**src/rtl/det_read_tracker.sv**
```systemverilog
`timescale 1ns/1ps
// Valid-tagged shift pipe carrying {check, addr} of issued reads until the SRAM
// returns their data DEPTH cycles later.
module det_read_tracker #(
   parameter int DEPTH      = 1,
   parameter int ADDR_WIDTH = 8,
   parameter int DATA_WIDTH = 32
)(
   input  logic                  clk,
   input  logic                  flush,
   input  logic                  advance,
   input  logic                  push,
   input  logic [DATA_WIDTH-1:0] push_check,
   input  logic [ADDR_WIDTH-1:0] push_addr,
   output logic                  out_vld,
   output logic [DATA_WIDTH-1:0] out_check,
   output logic [ADDR_WIDTH-1:0] out_addr
);
   logic [DEPTH-1:0]      vld_p;
   logic [DATA_WIDTH-1:0] chk_p [DEPTH];
   logic [ADDR_WIDTH-1:0] adr_p [DEPTH];

   always_ff @(posedge clk) begin
      if (flush) begin
         vld_p <= '0;
      end else if (advance) begin
         vld_p[0] <= push;
         for (int i = 1; i < DEPTH; i++) vld_p[i] <= vld_p[i-1];
      end
   end

   // Payload needs no reset: it is only looked at when its valid tag is set.
   always_ff @(posedge clk) begin
      if (advance) begin
         chk_p[0] <= push_check;
         adr_p[0] <= push_addr;
         for (int i = 1; i < DEPTH; i++) begin
            chk_p[i] <= chk_p[i-1];
            adr_p[i] <= adr_p[i-1];
         end
      end
   end

   assign out_vld   = vld_p[DEPTH-1];
   assign out_check = chk_p[DEPTH-1];
   assign out_addr  = adr_p[DEPTH-1];
endmodule

```
**config.mk**
```make
export PLATFORM = sky130hd
export DESIGN_NAME = det_read_tracker
export DESIGN_NICKNAME = d
export VERILOG_FILES = /design/src/rtl/det_read_tracker.sv
export SDC_FILE = /design/constraint.sdc
export NUM_CORES = 1
export LEC_CHECK = 0
export CORE_ASPECT_RATIO = 0.75
export CORE_MARGIN = 5
export CORE_UTILIZATION = 34
export CTS_CLUSTER_SIZE = 12
export DETAILED_ROUTE_END_ITERATION = 6
export GPL_ROUTABILITY_DRIVEN = 0
export PLACE_DENSITY = 0.78
export SYNTH_ARGS = -nofsm -noshare
export SYNTH_HDL_FRONTEND = slang
export SYNTH_SLANG_ARGS = --single-unit
```
**constraint.sdc**
```tcl
create_clock -name clk -period 0.8 [get_ports clk]
set_input_delay 0.12 -clock clk [delete_from_list [all_inputs] [get_ports clk]]
set_output_delay 0.12 -clock clk [all_outputs]
set_load 0.05 [all_outputs]
```
==> results of run 1 <==
## final cells by class
| class | count | area (µm²) |
|---|---|---|
| repair buffers | 86 | 1286 |
| clock inverters | 2 | 33.78 |
| flip-flops and latches | 41 | 1222 |
| multi-input cells | 2 | 13.76 |
| well taps | 52 | 65.06 |
| clock buffers | 6 | 72.57 |
| fillers | 209 | 895.9 |
## layer usage
metal / wire, µm / vias to the layer above / GRT usage (%)
met5: 0 / - / 0
met4: 47 / 0 / 5.150
met3: 437 / 4 / 8.815
met2: 1802 / 50 / 25.52
met1: 1243 / 368 / 15.90
li1: - / 356 / -
## cell usage in the layout, fill, tap and decap left out
cell and count:
sky130_fd_sc_hd__clkbuf_1 1, sky130_fd_sc_hd__clkinv_1 1, sky130_fd_sc_hd__dfxtp_2 1, sky130_fd_sc_hd__edfxtp_1 40
sky130_fd_sc_hd__clkbuf_8 5, sky130_fd_sc_hd__mux2i_1 1, sky130_fd_sc_hd__clkdlybuf4s50_1 42, sky130_fd_sc_hd__bufinv_16 1
sky130_fd_sc_hd__buf_2 1, sky130_fd_sc_hd__buf_12 43, sky130_fd_sc_hd__nor2_1 1
## cells in the mapped netlist
| master | count | area [µm²] |
|---|---|---|
| sky130_fd_sc_hd__nor2_1 | 1 | 3.750 |
| sky130_fd_sc_hd__edfxtp_1 | 40 | 1201 |
| sky130_fd_sc_hd__mux2i_1 | 1 | 10.01 |
| sky130_fd_sc_hd__dfxtp_1 | 1 | 20.02 |
## report_power, final
| group | internal [mW] | switching, mW | total, mW |
|---|---|---|---|
| registers | 2.55 | 0.137 | 2.69 |
| clock network | 0.921 | 0.658 | 1.58 |
| logic | 0.795 | 0.727 | 1.52 |
| total | 4.27 | 1.52 | 5.79 |
## through the flow
stage	instances	setup TNS, ns	setup slack [ns]	cell area [µm²]
after floorplan	43	0	0.07940	1236
after global placement	181	0	0.001651	2587
after detailed placement	181	-0.05900	-0.02123	2587
after CTS	189	-8.829	-0.2459	2694
after global routing	189	-9.597	-0.2623	2694
final	189	-7.998	-0.2223	2694
## logic make-up after synthesis
kind of cell  after synthesis
mux                         1
flops                      41
simple gates                1
## what timing repair did
item	in CTS	in global routing
gates resized for setup	0	0
setup endpoints to repair	41	41
hold buffers	0	0
## worst paths after layout
check	startpoint	cells after the start	to	slack, ns
setup / recovery	chk_p[0][8]	1	out_check[8]	-0.22
hold / removal	advance	2	chk_p[0][14]	0.29
setup reg to reg	out_vld	2	out_vld	0.18
hold reg to reg	out_vld	2	out_vld	0.55
## registers in the layout, indices dropped and copies added, names as in the netlist
name,flops
out_vld,1
adr_p,8
chk_p,32
==> results list, run 1 <==
* Result of the run: finished, violations left
- Violated checks: negative setup slack
* Critical path's top delay family: flip-flops
- Die Area: 0.004950 mm²
- After Yosys synthesis, and, or, nand and nor cells account for 0.3040% of the synthesized area.
* Row count: 19
- For this run, the detailed router's first-pass iteration total came to 4.
- The worst setup path is launched from a flop.
- The number of global-route vias before repair is 806.
- CP endpoint kind: primary output
- Chip width: 79.59 µm
- The final layout contains 180 nets.
- TritonCTS built the clock tree.
- Counting flops and latches in the post-synthesis netlist gives 41.
- Max Fanout on Critical Path: 1
- In this run the deepest clock path goes through 2 buffers.
* Die extent in y: 62.20 µm
- Data arrives at the worst endpoint at 0.90 ns.
- Fmax: 0.9782 GHz
* Largest net degree at the start of global routing: 26
- CTS saw 41 sinks.
* Total via count in the routed design: 778
- Routed WL per cell: 18.68 µm
- Total leakage power: 1.032 nW
* First-pass GRT wire length: 5230 µm
- CTS H-tree depth: 2
* Setup slack of the critical path after layout: -0.2223 ns
- Violation count after the first detailed-route iteration: 53
* Worst vdd ir: 1566 µV
* Remaining global-route overflow: 0
- When the netlist entered floorplanning its net count stood at 87.
- The total count of max-transition violations in the final report was 0.
* Number of maximum-capacitance constraint violations: 0
* Antenna Nets Post-Route: 0
- Worst Setup Path Type: reg -> out
- The region available for standard cell placement spans 0.003590 mm².
* Wire length after detailed routing: 3530 µm
- At the end of the flow the core is filled with cells to 75.04%.
- Final worst-path cycle share: 127.8%
* Synth Instances: 43
* Antenna Diode Count: 0
- Compound-cell area share of the yosys netlist: 0%
- Hold is met by 0.2903 ns.
* Detailed-route DRC error count: 0
- Cells with a size suffix above 1 make up 37.23% of the layout.
* Relative max-transition margin: 91.85%
- The number of buffers and inverters on the critical path is 1.
- Data required time at the worst endpoint: 0.68 ns
- Power spread over the standard cell area amounts to 2149 mW/mm².
* Post-Syn Area: 0.001235 mm²
- After clock tree synthesis, the clock-pin slew on the worst setup and hold paths is 0.08 ns.
* Yosys warning count: 0
- After detailed routing, the number of vias per cell comes to 4.116.
* Mean instance size in the synthesized netlist: 28.72 µm²
- CTS placed an instance of sky130_fd_sc_hd__clkbuf_8 at the clock tree root.
- Standard cell with the maximum stage delay on the critical path: sky130_fd_sc_hd__edfxtp_1
* Final Power: 5.790 mW
* Total track usage: 15.25%
- Clock skew on the completed layout was measured at 0 ns.
- TritonCTS Buffers: 5
* Xor/xnor share of the synthesized area: 0%
* Effective utilization at floorplan: 34.40%
- Longest individual stage delay on the worst path: 0.44 ns
* Path type of the worst min-delay path: in -> reg
- The critical path goes through buf_12.
- Mux share of post-synthesis cell area: 0.8105%
- Combinational family with the most area after synthesis: multiplexers
- For this run, the register share of the synthesized area comes to 98.89%.
* # port buffers: 84
- Netlist cell types: 4
- Layout area overhead: 118.1%
- The number of antenna violations at the first check in global routing came to 0.
- Measured slew at the worst slew-check pin: 0.1188 ns
* RSZ-0062 raised after global routing: true
- For the worst-skew pair, the clock arrives at the later sink with an insertion delay of 0.28 ns.
- Minimum clock period: 1.022 ns
- 85 I/O pins were placed.
- The synthesized netlist devotes 0% of its cell area to adder and majority cells.
- The number of failing hold endpoints at the final stage came to 0.
- Post-CTS Setup Bufs: 0
- # setup viols final: 41
(Power assumes the default switching activity.)
==> inputs of run 2 (changes only) <==
Settings changed: REMOVE_ABC_BUFFERS set to 1.
==> results list, run 2 (synthesis results as in run 1) <==
- The leakage power of the design came to 1.022 nW (-1.0%).
* Clock slew at the register clock pins of the worst setup and hold paths: 0.07 ns (about the same)
- The worst path buffer plus inverter count is 1 (unchanged).
- Met1 track utilization from global routing: 16.56% (+0.65 points)
- Number of maximum-capacitance constraint violations: 0 (unchanged)
- The met2 layer usage reported by global route came to 23.33% (-2.2 points).
- Number of hold buffers added after cts: 0 (unchanged)
- Remaining global-route overflow: 0 (unchanged)
* TritonCTS Buffers: 5 (unchanged)
* Final setup TNS: -7.716 ns (+0.2816 ns)
- Post-route cell area: 0.002669 mm² (-0.93%)
* Ratio of cells with drive above 1 in the final layout: 37.23% (unchanged)
* FF-to-FF setup slack: 0.18 ns (about the same)
- Number of global-route vias before repair: 873 (+8.3%)
- The number of antenna violations at the first check in global routing is 0 (unchanged).
* CP endpoint kind: primary output
- met2 is the most crowded layer.
- The library cell used most frequently in the layout, excluding fill and tap cells, is sky130_fd_sc_hd__buf_12.
- Die Area: 0.004950 mm² (unchanged)
* Global Route met3 Usage: 5.925% (-2.9 points)
- Minimum clock period: 1.022 ns (-0.0004660 ns)
* Vias per cell: 4.217 (+2.4%)
* Critical path's top delay family: flip-flops
* Worst hold path cell count: 1 (-1)
* Origin of the critical flop-to-flop path: out_vld
- The total length of routed wires is 3463 µm (-1.9%).
* Skew-Pair Late Insertion Delay: 0.27 ns (about the same)
* Commonest cells after routing, fill and taps aside: sky130_fd_sc_hd__buf_12 (43), sky130_fd_sc_hd__clkdlybuf4s50_1 (42), sky130_fd_sc_hd__edfxtp_1 (40), sky130_fd_sc_hd__clkbuf_8 (5), sky130_fd_sc_hd__clkbuf_1 (2)
* Net switching component of the power: 1.487 mW (-2.3%)
- CORE AREA: 0.003590 mm² (unchanged)
* Hold violation total from the final report: 0 (unchanged)
- Violated checks: negative setup slack
* CTS H-tree depth: 2 (unchanged)
* First-pass GRT wire length: 5092 µm (-2.6%)
- Clk network pwr share: 22.6% (-4.7 points)
- The post-route non-filler standard cell count is 189 (unchanged).
- Die extent in y: 62.20 µm (unchanged)
- The number of cells on the critical path is 1 (unchanged).
- Path type of the worst min-delay path: in -> reg
- The number of buffers between clock root and the deepest sink came to 2 (unchanged).
- Clk sink count: 41 (unchanged)
- The flip-flop count of the largest register after layout came to 32 (unchanged).
- The worst setup path is launched from a flop.
- The initial core utilization came to 34.40% (unchanged).
- The iteration count of the initial detailed-routing pass came to 4 (unchanged).
- The proportion of power drawn by combinational gates was 27.9% (+1.6 points).
* Total track usage: 14.42% (-0.83 points)
- The depth of the worst register-to-register path is 2 (unchanged).
* Max-slew violation count: 0 (unchanged)
* Crit path cell chain: buf_12
* Total via count in the routed design: 797 (+2.4%)
* Setup slack at placement: -0.03088 ns (-0.009650 ns)
- The floorplan row count was 19 (unchanged).
- The total DRC errors in the routed layout was 0 (unchanged).
- The largest incremental delay on the critical path is 0.44 ns (about the same).
- Fmax: 0.9786 GHz (about the same)
- The setup slack after layout was -0.2218 ns (+0.0004660 ns).
- FILL cells: 196 (-6.2%)
- Largest clock skew in the final design: 0 ns (unchanged)
- The maximum ir drop on the vdd rail is 1054 µV (-33%).
- Area after detailed placement: 0.002586 mm² (about the same)
- Chip width: 79.59 µm (unchanged)
- Sequential share of power: 49.5% (+3.1 points)
- # setup viols final: 41 (unchanged)
- The post-layout total power was 5.446 mW (-5.9%).
- The post-CTS setup buffer count came to 0 (unchanged).
- Routed WL per cell: 18.32 µm (-1.9%)
* Internal power of the cells: 3.959 mW (-7.2%)
* Core Util, Final: 74.35% (-0.70 points)
* Layout area overhead: 116.1%
- The highest net fanout along the worst path is 1 (unchanged).
* Data required time at the worst endpoint: 0.68 ns (about the same)
- CTS placed an instance of sky130_fd_sc_hd__clkbuf_8 at the clock tree root.
- Largest net degree at the start of global routing: 26 (unchanged)
- The total placed cells including tap cells was 181 (unchanged).
- The net count of the finished layout was 180 (unchanged).
- Antenna Diode Count: 0 (unchanged)
* Register with the most flip-flops: chk_p
* End point of the critical path: out_check[31]
- Hold Slack: 0.1619 ns (-0.1285 ns)
- Arrival time at the worst endpoint: 0.90 ns (about the same)
- Measured slew at the worst slew-check pin: 0.1219 ns (+0.003119 ns)
* Violation count after the first detailed-route iteration: 48 (-9.4%)
* Result of the run: finished, violations left
- Setup repair after global routing could not meet its margin everywhere.
- The total of cells resized after clock tree synthesis is 1 (+1).
- Relative max-transition margin: 91.64% (-0.21 points)
- The critical path is of the reg -> out type.
- The count of port buffers added during placement is 84 (unchanged).
- Worst setup path startpoint: chk_p[0][31]
- TritonCTS built the clock tree.
- Antenna Nets Post-Route: 0 (unchanged)
* Count of boundary I/O pins: 85 (unchanged)
- Net switching fraction of the power: 27.30% (+1.0 points)
* Final worst-path cycle share: 127.7% (about the same)
- On the critical path, the stage with the largest delay is an instance of sky130_fd_sc_hd__edfxtp_1.
* Worst reg2reg endpoint: out_vld
- Power Density: 2041 mW/mm² (-5.1%)
run 2: metal layers:
metal / share of wire, % / wire (µm)
met5: 0 / 0
met4: 2.5 / 88
met3: 9.7 / 336
met2: 49 / 1701
met1: 39 / 1337
run 2: cell type report:
| type | count | area, µm² | area share, % |
|---|---|---|---|
| multi-input cells | 2 | 13.76 | 0.5157 |
| flip-flops and latches | 41 | 1222 | 45.80 |
| clock buffers | 7 | 76.32 | 2.860 |
| repair buffers | 86 | 1286 | 48.19 |
| clock inverters | 1 | 5.005 | 0.1875 |
| well taps | 52 | 65.06 | 2.438 |
run 2: how the worst min path moves through the flow:
stage                  from      endpoint  slack, ns
finish              advance  chk_p[0][10]       0.16
CTS                 advance  chk_p[0][10]       0.15
global placement    advance  chk_p[0][10]       0.44
detailed placement  advance  chk_p[0][10]       0.44
global route        advance  chk_p[0][10]       0.14
floorplan             flush       out_vld       0.19
run 2: power groups by stage:
stage	combinational [mW]	clock, mW	sequential (mW)
6_report	1.52	1.23	2.69
5_1_grt	1.56	1.41	2.71
4_1_cts	1.53	1.28	2.70
3_5_place_dp	1.53	0	2.75
3_3_place_gp	1.51	0	2.73
2_1_floorplan	0.00421	0	3.23
